`config.mk`:
```
export PLATFORM = sky130hd
export DESIGN_NAME = pc_sequencer
export DESIGN_NICKNAME = d
export VERILOG_FILES = /design/src/rtl/pc_sequencer.sv
export SDC_FILE = /design/constraint.sdc
export NUM_CORES = 1
export LEC_CHECK = 0
export CAP_MARGIN = 20
export CORE_ASPECT_RATIO = 1.75
export CORE_MARGIN = 4
export CORE_UTILIZATION = 54
export DETAILED_ROUTE_END_ITERATION = 10
export PLACE_DENSITY = 0.95
export SKIP_CTS_REPAIR_TIMING = 1
export SYNTH_ARGS = -nofsm -noshare
export SYNTH_HDL_FRONTEND = slang
export SYNTH_SLANG_ARGS = --single-unit
export TNS_END_PERCENT = 100
```
`constraint.sdc`:
```
create_clock -name clk -period 9.44 [get_ports clk]
set_input_delay 0.944 -clock clk [delete_from_list [all_inputs] [get_ports clk]]
set_output_delay 0.944 -clock clk [all_outputs]
set_load 0.02 [all_outputs]
```
`src/rtl/pc_sequencer.sv`:
```
// Purpose: LC2K fetch-front-end PC sequencer with redirect, halt/resume and a saturating issue counter.
// Latency: one cycle from redirect/accept/halt/resume to the updated registered outputs.
// Backpressure: a fetch is accepted only when pc_valid & out_ready; otherwise PC and count hold.
module pc_sequencer #(
    parameter int ADDR_W    = 32,
    parameter int RESET_VEC = 0,
    parameter int STEP      = 1,
    parameter int CNT_W     = 32
) (
    input  logic              clk,
    input  logic              reset,
    input  logic              redirect_valid,
    input  logic [ADDR_W-1:0] redirect_pc,
    input  logic              halt_req,
    input  logic              resume,
    input  logic              out_ready,
    output logic              pc_valid,
    output logic [ADDR_W-1:0] pc_current,
    output logic [ADDR_W-1:0] pc_plus_one,
    output logic              halted,
    output logic [CNT_W-1:0]  issue_count
);

    // Reset vector and step are truncated to the PC width; all PC sums wrap modulo 2^ADDR_W.
    localparam logic [ADDR_W-1:0] RST_PC = ADDR_W'(RESET_VEC);
    localparam logic [ADDR_W-1:0] STEP_A = ADDR_W'(STEP);

    typedef enum logic [1:0] {
        S_BOOT   = 2'd0,
        S_RUN    = 2'd1,
        S_HALTED = 2'd2
    } state_t;

    state_t            state_q;
    state_t            state_d;
    logic [ADDR_W-1:0] pc_q;
    logic [ADDR_W-1:0] pc_d;
    logic [ADDR_W-1:0] pc1_q;
    logic [CNT_W-1:0]  cnt_q;
    logic [CNT_W-1:0]  cnt_d;
    logic              accept;

    // Next state, next PC and next count; redirect beats accept beats hold, and any
    // same-cycle accept/redirect is applied before a halt takes effect.
    always_comb begin
        state_d = state_q;
        pc_d    = pc_q;
        cnt_d   = cnt_q;
        accept  = 1'b0;
        case (state_q)
            S_BOOT: begin
                // No fetch is presented in BOOT, so a redirect here loads PC without issuing.
                if (redirect_valid) begin
                    pc_d = redirect_pc;
                end
                state_d = halt_req ? S_HALTED : S_RUN;
            end
            S_RUN: begin
                accept = out_ready;
                if (redirect_valid) begin
                    pc_d = redirect_pc;
                end else if (accept) begin
                    pc_d = pc_q + STEP_A;
                end
                // A fetch presented alongside a redirect still counts as issued.
                if (accept && (cnt_q != {CNT_W{1'b1}})) begin
                    cnt_d = cnt_q + CNT_W'(1);
                end
                if (halt_req) begin
                    state_d = S_HALTED;
                end
            end
            S_HALTED: begin
                // A halt_req arriving with resume keeps the core parked.
                if (resume && !halt_req) begin
                    state_d = S_RUN;
                end
            end
            default: begin
                state_d = S_BOOT;
            end
        endcase
    end

    // State and datapath registers; pc_plus_one is registered alongside pc_current so both
    // are presented in the same cycle without an adder on the output path.
    always_ff @(posedge clk) begin
        if (reset) begin
            state_q <= S_BOOT;
            pc_q    <= RST_PC;
            pc1_q   <= RST_PC + STEP_A;
            cnt_q   <= '0;
        end else begin
            state_q <= state_d;
            pc_q    <= pc_d;
            pc1_q   <= pc_d + STEP_A;
            cnt_q   <= cnt_d;
        end
    end

    assign pc_valid    = (state_q == S_RUN);
    assign halted      = (state_q == S_HALTED);
    assign pc_current  = pc_q;
    assign pc_plus_one = pc1_q;
    assign issue_count = cnt_q;

endmodule

```
# ---- After elaboration in Yosys (flattened, before gate mapping)
# Cells that the tools add are included.
dict set report totals {
  word_cells 26
  out_inout_bits 98
  reg_bits 98
  inputBits 38
}
dict set report classes {
  n_reduce_logical 6
  n_eq_ne 5
  n_addsub 3
  muxes 8
}
# op count
set ops {}
lappend ops {{$add A32 B1 Y32 const B} 3}
lappend ops {{$mux W32} 3}
lappend ops {{$pmux W32 S2} 1}
lappend ops {{$ne A32 B32 Y1 const B} 1}
lappend ops {{$mux W2} 3}
lappend ops {{$pmux W2 S3} 1}
lappend ops {{$reduce_and A2 Y1} 2}
lappend ops {{$eq A2 B1 Y1 const B} 1}
lappend ops {{$eq A2 B2 Y1 const B} 1}
lappend ops {{$logic_and A1 B1 Y1} 2}
lappend ops {{$logic_not A2 Y1} 1}
lappend ops {{$ne A2 B1 Y1 const B} 1}
lappend ops {{$ne A2 B2 Y1 const B} 1}
lappend ops {{$logic_not A1 Y1} 1}

# ---- Longest topological paths before layout
# Gate-level depths: netlist of the first run.
dict set report logic_depth {
  depth_word 5
  ltp_mapped 12
  depth_no_buf 9
}

# ---- Least setup slack after synthesis of the first run
# Ideal clock, no wire load.
dict set report synth_path {
  path_kind {input to register}
  from {in out_ready}
  to {reg pc1_q[28], in the netlist pc_plus_one[28]}
  setup_time_ps 123
  setup_slack_ps 5467
  required_ps 9317
  path_buffers 2
  stages 10
  t_arrival_ps 3849
  cell_sequence {nand3b_4 -> or2_1 -> or4_1 -> a31o_1 -> or4b_1 -> buf_2 -> or4_4 -> buf_6 -> nor4_2 -> mux2_1}
}
dict set report synth_via {
  elab_chain_cells 4
}
# element line_no
set synth_rtl {}
lappend synth_rtl {{start: declaration} 16} ;# input logic out_ready,
lappend synth_rtl {{$mux W32} 62} ;# end else if (accept) begin
lappend synth_rtl {{$mux W32} 60} ;# if (redirect_valid) begin
lappend synth_rtl {{$pmux W32 S2} 50} ;# case (state_q)
lappend synth_rtl {{$add A32 B1 Y32} 96} ;# pc1_q <= pc_d + STEP_A;
lappend synth_rtl {{end signal: assignment} 91} ;# pc1_q <= RST_PC + STEP_A;
lappend synth_rtl {{end signal: assignment} 96}
lappend synth_rtl {{end: declaration} 38} ;# logic [ADDR_W-1:0] pc1_q;
# No other way between the ends.
# A chain may end at the register's enable or synchronous reset.

# ---- Worst setup path after layout of the first run
dict set report layout_path {
  from {in redirect_valid}
  to {reg pc1_q[28], in the netlist pc_plus_one[28]}
}
dict set report layout_via {
  elab_chain_cells 3
  word_cells_on_any_way 4
}
# element line_no
set layout_rtl {}
lappend layout_rtl {{start: declaration} 12} ;# input logic redirect_valid,
lappend layout_rtl {{$mux W32 (on tied branches)} {60, 53}}
lappend layout_rtl {{$pmux W32 S2 (*)} 50}
lappend layout_rtl {{$add A32 B1 Y32 (*)} 96}
# Mark *: on every way between the ends. The rest lies on a longest branch, timed or not.

==> impl_metrics.py, run 1 <==
metrics = {
    "synthesis": {
        "synth_flop_cell": "dfxtp_1",
        "yosysTopAreaCellShare_pct": 36.51,
        "synth_area_leaders": "dfxtp_1 37%, nor2_1 8.1%, xor2_1 4.7%",
        "syn_nets": 703,
        "synth-seq-area-share_pct": 36.51,
        "synthCells": 662,
        "ys_warn_count": 0,
        "synth-async-reset-ratio_pct": 0,
        "synth-edff-count": 0,
        "ys_types": 74,
        "avgSynthCellArea_um2": 8.118,
        "ys_seq_elements": 98,
        "synth_top_area_cell": "dfxtp_1",
        "synth_area_mm2": 0.005374,
    },
    "cells_and_area": {
        "layout_common_cells": "134 x clkdlybuf4s50_1, 116 x nor2_1, 98 x dfxtp_1, 33 x nand2_1, 33 x nand3_1",
        "layout_commonest_cell": "clkdlybuf4s50_1",
        "multi_input_area_mm2": 0.003197,
        "fillers": 700,
        "final-seq-area_mm2": 0.001962,
        "diodes": 0,
        "synthToLayoutAreaGrowth_pct": 31.27,
        "drive_above_1_share_pct": 5.256,
        "post-route-util_pct": 73.59,
        "nets": 816,
    },
    "setup_path": {
        "crit_slowest_cell": "nor4_1",
        "timing.rr.end": "pc_plus_one[28]",
        "cp-end-kind": "flop",
        "worstPathArrival_ps": 5470,
        "worstPathCellList": "clkdlybuf4s50_1 -> buf_4 -> nand2b_1 -> o22ai_1 -> a2111o_1 -> nor4_1 -> nand3b_1 -> or4_4 -> nor4_2 -> mux2_1",
        "cp-start-kind": "input port",
        "max_stage_delay_ps": 770,
        "path_class": "in -> reg",
        "rr_worst_depth": 9,
        "r2r-start": "state_q[1]",
        "worst-path-max-fanout": 38,
        "cp.required_ps": 9670,
        "crit_buf_inv": 2,
        "r2r_slack_ps": 4730,
        "crit_family": "simple AND/OR/NAND/NOR gates",
    },
    "run_status": {
        "status": "finished, final reports clean",
    },
    "sta": {
        "rsz0062_at_grt": "no",
        "setup_viol": 0,
        "fin_worst_skew_ps": 8.167,
        "period_share_pct": 55.52,
        "hold_viol": 0,
        "slew_headroom_pct": 31.66,
        "fin_crit_ps": 5241,
        "maxSlewViolCount": 0,
        "finalSetupTns_ps": 0,
        "max_freq_mhz": 190.8,
        "worst_slew_pin_slew_ps": 1025,
    },
    "floorplanning": {
        "core_mm2": 0.009585,
        "die_h_um": 140.0,
        "die_w_um": 83.41,
        "start_util_pct": 56.06,
        "pin_count": 136,
        "row_count": 47,
        "die-area_mm2": 0.01167,
    },
    "clock_tree": {
        "cts_buffers": 9,
        "cts.path.max_buffers": 2,
        "cts-root-buf": "clkbuf_16",
        "h-tree-depth": 3,
        "cts_tree": "done",
        "clock_sinks": 98,
        "clk_pin_slew_ps": 70,
        "insertion_delay_ps": 350,
    },
    "job": {
        "drv_cap": 0,
    },
    "pwr": {
        "p_leak_uw": 0.002496,
        "clkPwrFrac_pct": 36.9,
        "vdd_drop_max_uv": 115.0,
        "power.density_mw_per_mm2": 146.6,
        "switchingPower_uw": 304.2,
        "combPwrFrac_pct": 18.6,
        "netSwitchingFraction_pct": 29.41,
        "p_seq_share_pct": 44.5,
        "p_int_uw": 730.2,
    },
    "detailed_routing": {
        "antenna_left": 0,
        "routed_wl_mm": 18.75,
        "post_drt_wl_per_cell_um": 20.78,
        "viasPerCell": 6.315,
        "drcViolationCount": 0,
        "drtPass1Iterations": 6,
        "drt_iter0_drc": 459,
        "vias": 5696,
    },
    "grt": {
        "grt-ovfl-total": 0,
        "grt_pass1_vias": 5746,
        "grt_pass1_wl_mm": 29.90,
        "grt_max_degree": 98,
        "grt_antenna_before_repair": 0,
        "grt_use_total_pct": 31.76,
    },
    "hold_path": {
        "hold-path-cell-count": 2,
        "hold_path_class": "reg -> reg",
        "min_to": "issue_count[9]",
        "hold_start": "issue_count[9]",
    },
    "placement": {
        "hpwlAfterDp_mm": 13.82,
        "gp_congestion": 0.9863,
        "io_buffers": 135,
    },
}
-- cells in the mapped netlist (16+ instances only) --
cell type,number
nor2_1,116
dfxtp_1,98
nand2_1,33
nand3_1,33
clkbuf_1,29
xor2_1,29
nand4_1,24
a21oi_1,19
and4_1,19
nor4_1,19
nor3_1,18
or3_1,16
-- state kept, by name (all words and copies together) (netlist names) --
| register | flops |
|---|---|
| issue_count | 32 |
| pc_plus_one | 32 |
| pc_current | 32 |
| state_q | 2 |
-- power groups by stage --
stage	clock [uW]	combinational [uW]	sequential [uW]
after floorplan	0	85.1	484
after global placement	0	187	468
after detailed placement	0	191	468
after CTS	387	192	459
after global routing	401	205	462
final	382	192	460
-- through the flow --
stage | worst slack [ps] | std cells | instance area, um2 | hold WS, ps | total power (uW)
3_3_place_gp | 4262 | 886 | 6748 | 488.2 | 655.6
5_1_grt | 3861 | 902 | 7054 | 558.3 | 1068
4_1_cts | 4334 | 902 | 7054 | 513.0 | 1038
2_1_floorplan | 5467 | 662 | 5374 | 565.9 | 569.5
3_5_place_dp | 4001 | 886 | 6748 | 500.7 | 659.0
6_report | 4199 | 902 | 7054 | 514.6 | 1034
-- worst register-to-register path: stages, from the launching register on --
cell and delay, ps:
dfxtp_1 310, buf_4 350, nand2b_1 770, o22ai_1 160, a2111o_1 500, nor4_1 770, nand3b_1 430, or4_4 630
nor4_2 320, mux2_1 360
-- cell type report --
type	count	share of cell area, %
Clock buffer	9	3.193
Clock inverter	7	1.153
Inverter	12	0.6385
Multi-Input combinational cell	513	45.32
Sequential cell	98	27.81
Tap cell	122	2.164
Timing Repair Buffer	141	19.72
-- worst max-delay path by stage --
stage	to	slack [ps]	from	cells past startpoint
floorplan	pc_plus_one[28]	5470	out_ready	10
global placement	pc_plus_one[30]	4260	redirect_valid	10
detailed placement	pc_plus_one[28]	4000	redirect_valid	10
CTS	pc_plus_one[30]	4330	redirect_valid	10
global route	pc_plus_one[28]	3860	redirect_valid	10
finish	pc_plus_one[28]	4200	redirect_valid	10
-- cells by family after synthesis --
family | Yosys count | share of synthesized area (%)
buffers and inverters | 51 | 4.004
AO/OA/AOI/OAI | 109 | 14.67
AND/OR/NAND/NOR | 351 | 35.72
multiplexers | 7 | 1.397
flip-flops | 98 | 36.51
adder cells (fa/ha/maj) | 3 | 0.6986
XOR/XNOR | 43 | 7.008
-- per-layer routing --
metal  wire [um]  vias up  track usage (%)
li1            -     2663                -
met1        6568     2682            33.58
met2        9682      282            57.66
met3        1382       69            6.345
met4        1114        0            18.56
met5           0        -                0
Power figures use the tool's default switching activity.
==> inputs of run 2 (changes only) <==
--- a/config.mk
+++ b/config.mk
@@ -8,9 +8,9 @@
 export CAP_MARGIN = 20
 export CORE_ASPECT_RATIO = 1.75
 export CORE_MARGIN = 4
-export CORE_UTILIZATION = 54
+export CORE_UTILIZATION = 50
 export DETAILED_ROUTE_END_ITERATION = 10
-export PLACE_DENSITY = 0.95
+export PLACE_DENSITY = 0.89
 export SKIP_CTS_REPAIR_TIMING = 1
 export SYNTH_ARGS = -nofsm -noshare
 export SYNTH_HDL_FRONTEND = slang
==> constraint.sdc (replaced) <==
create_clock -name clk -period 5.3 [get_ports clk]
set_input_delay 0.53 -clock clk [delete_from_list [all_inputs] [get_ports clk]]
set_output_delay 0.53 -clock clk [all_outputs]
set_load 0.02 [all_outputs]
==> run 2 against run 1 <==
Clock power is 61% higher. Sequential share of layout area is 0.15 points lower. Clock skew is 1.7 ps higher. Setup slack worse by 3100 ps. Critical endpoint unchanged. Largest power group unchanged. Highest routed layer unchanged.
==> impl_metrics.py, run 2 (synthesis results as in run 1) <==
metrics = {
    "placement": {
        "dp_slack_ps": 908.6,
        "hpwlAfterDp_mm": 14.08,
        "io_buffers": 135,
        "gp_congestion": 0.9619,
    },
    "cells_and_area": {
        "diodes": 0,
        "synthToLayoutAreaGrowth_pct": 31.99,
        "layout_commonest_cell": "clkdlybuf4s50_1",
        "nets": 825,
        "drive_above_1_share_pct": 6.210,
        "layout_common_cells": "134 x clkdlybuf4s50_1, 116 x nor2_1, 98 x dfxtp_1, 33 x nand2_1, 33 x nand3_1",
    },
    "sta": {
        "finalSetupTns_ps": 0,
        "setup_viol": 0,
        "period_share_pct": 78.63,
        "rsz0062_at_grt": "no",
        "slew_headroom_pct": 47.09,
        "fin_worst_skew_ps": 9.820,
        "maxSlewViolCount": 0,
        "hold_viol": 0,
        "finalWorstSetupSlack_ps": 1132,
        "worst_slew_pin_slew_ps": 787.6,
        "max_freq_mhz": 239.9,
        "fin_crit_ps": 4168,
    },
    "grt": {
        "grt-ovfl-total": 0,
        "met1_usage_pct": 31.47,
        "grt_max_degree": 61,
        "grt_use_met3_pct": 6.580,
        "use_met2_pct": 54.79,
        "top_usage_layer": "met2",
        "grt_pass1_wl_mm": 30.44,
        "grt_pass1_vias": 5904,
        "grt_use_total_pct": 30.31,
        "grt_antenna_before_repair": 0,
    },
    "detailed_routing": {
        "antenna_left": 0,
        "post_drt_wl_per_cell_um": 20.81,
        "drt_iter0_drc": 420,
        "viasPerCell": 6.329,
        "drtPass1Iterations": 5,
        "drcViolationCount": 0,
        "vias": 5797,
        "routed_wl_mm": 19.06,
    },
    "clock_tree": {
        "cts.path.max_buffers": 2,
        "cts-root-buf": "clkbuf_16",
        "cts_buffers": 9,
        "clock_sinks": 98,
        "clk_pin_slew_ps": 70,
        "insertion_delay_ps": 340,
        "cts_tree": "done",
        "h-tree-depth": 3,
    },
    "setup_path": {
        "worstPathCellList": "nand3b_4 -> or2_1 -> or4_1 -> a31o_1 -> or4b_1 -> or4_4 -> nor4_2 -> mux2_1",
        "cp-start-kind": "flop",
        "worstPathArrival_ps": 4400,
        "worst-path-max-fanout": 20,
        "crit_buf_inv": 0,
        "crit_family": "simple AND/OR/NAND/NOR gates",
        "path_class": "reg -> reg",
        "crit_slowest_cell": "dfxtp_1",
        "cp.required_ps": 5530,
        "max_stage_delay_ps": 810,
        "cp-end-kind": "flop",
    },
    "floorplanning": {
        "row_count": 49,
        "pin_count": 136,
        "die_w_um": 86.37,
        "start_util_pct": 51.56,
        "core_mm2": 0.01042,
        "die-area_mm2": 0.01254,
        "die_h_um": 145.1,
    },
    "pwr": {
        "power.density_mw_per_mm2": 250.9,
        "p_leak_uw": 0.002514,
        "vdd_drop_max_uv": 237.5,
    },
    "job": {
        "drv_cap": 0,
    },
    "hold_path": {
        "hold_path_class": "reg -> reg",
    },
    "run_status": {
        "status": "finished, final reports clean",
    },
}
## run 2: power breakdown
part / switching (uW) / internal [uW]
clock network: 294 / 320
logic: 186 / 156
registers: 49.7 / 774
## run 2: area by class of cell
cell class	count	area [um2]
Sequential cell	98	1962
Multi-Input combinational cell	513	3197
Tap cell	127	158.9
Fill cell	870	3329
Clock buffer	10	229.0
Timing Repair Buffer	150	1459
Inverter	12	45.04
Clock inverter	6	42.54
## run 2: final timing paths
path                         from         endpoint  slack, ps  depth (start not counted)
setup / recovery       state_q[0]  pc_plus_one[28]       1130                          8
hold / removal    issue_count[26]  issue_count[26]        510                          2
setup reg to reg       state_q[0]  pc_plus_one[28]       1130                          8
hold reg to reg   issue_count[26]  issue_count[26]        510                          2
## run 2: per-layer routing
layer / share of wire (%) / vias to the layer above / wire, um
met3: 6.7 / 72 / 1269
met5: 0 / - / 0
met4: 5.2 / 0 / 992
met2: 53 / 272 / 10040
met1: 35 / 2776 / 6759
li1: - / 2677 / -
## run 2: through the flow
stage                     hold WS (ps)  utilization (%)  instance area (um2)  total power (uW)  cells
final                            513.8            68.06                 7093              1780    916
after global routing             552.6            68.06                 7093              1843    916
after CTS                        507.6            68.06                 7093              1786    916
after detailed placement         494.2            65.45                 6822              1175    900
after global placement           480.0            65.45                 6822              1170    900
after floorplan                  565.9                -                 5374              1014    662
## run 2: worst register-to-register path, delay by kind of cell (launching register included)
kind / cells / cell delay [ps]
AOI/OAI and AO/OA: 1 / 300
DFF: 1 / 810
muxes: 1 / 340
and+or+nand+nor: 6 / 2610
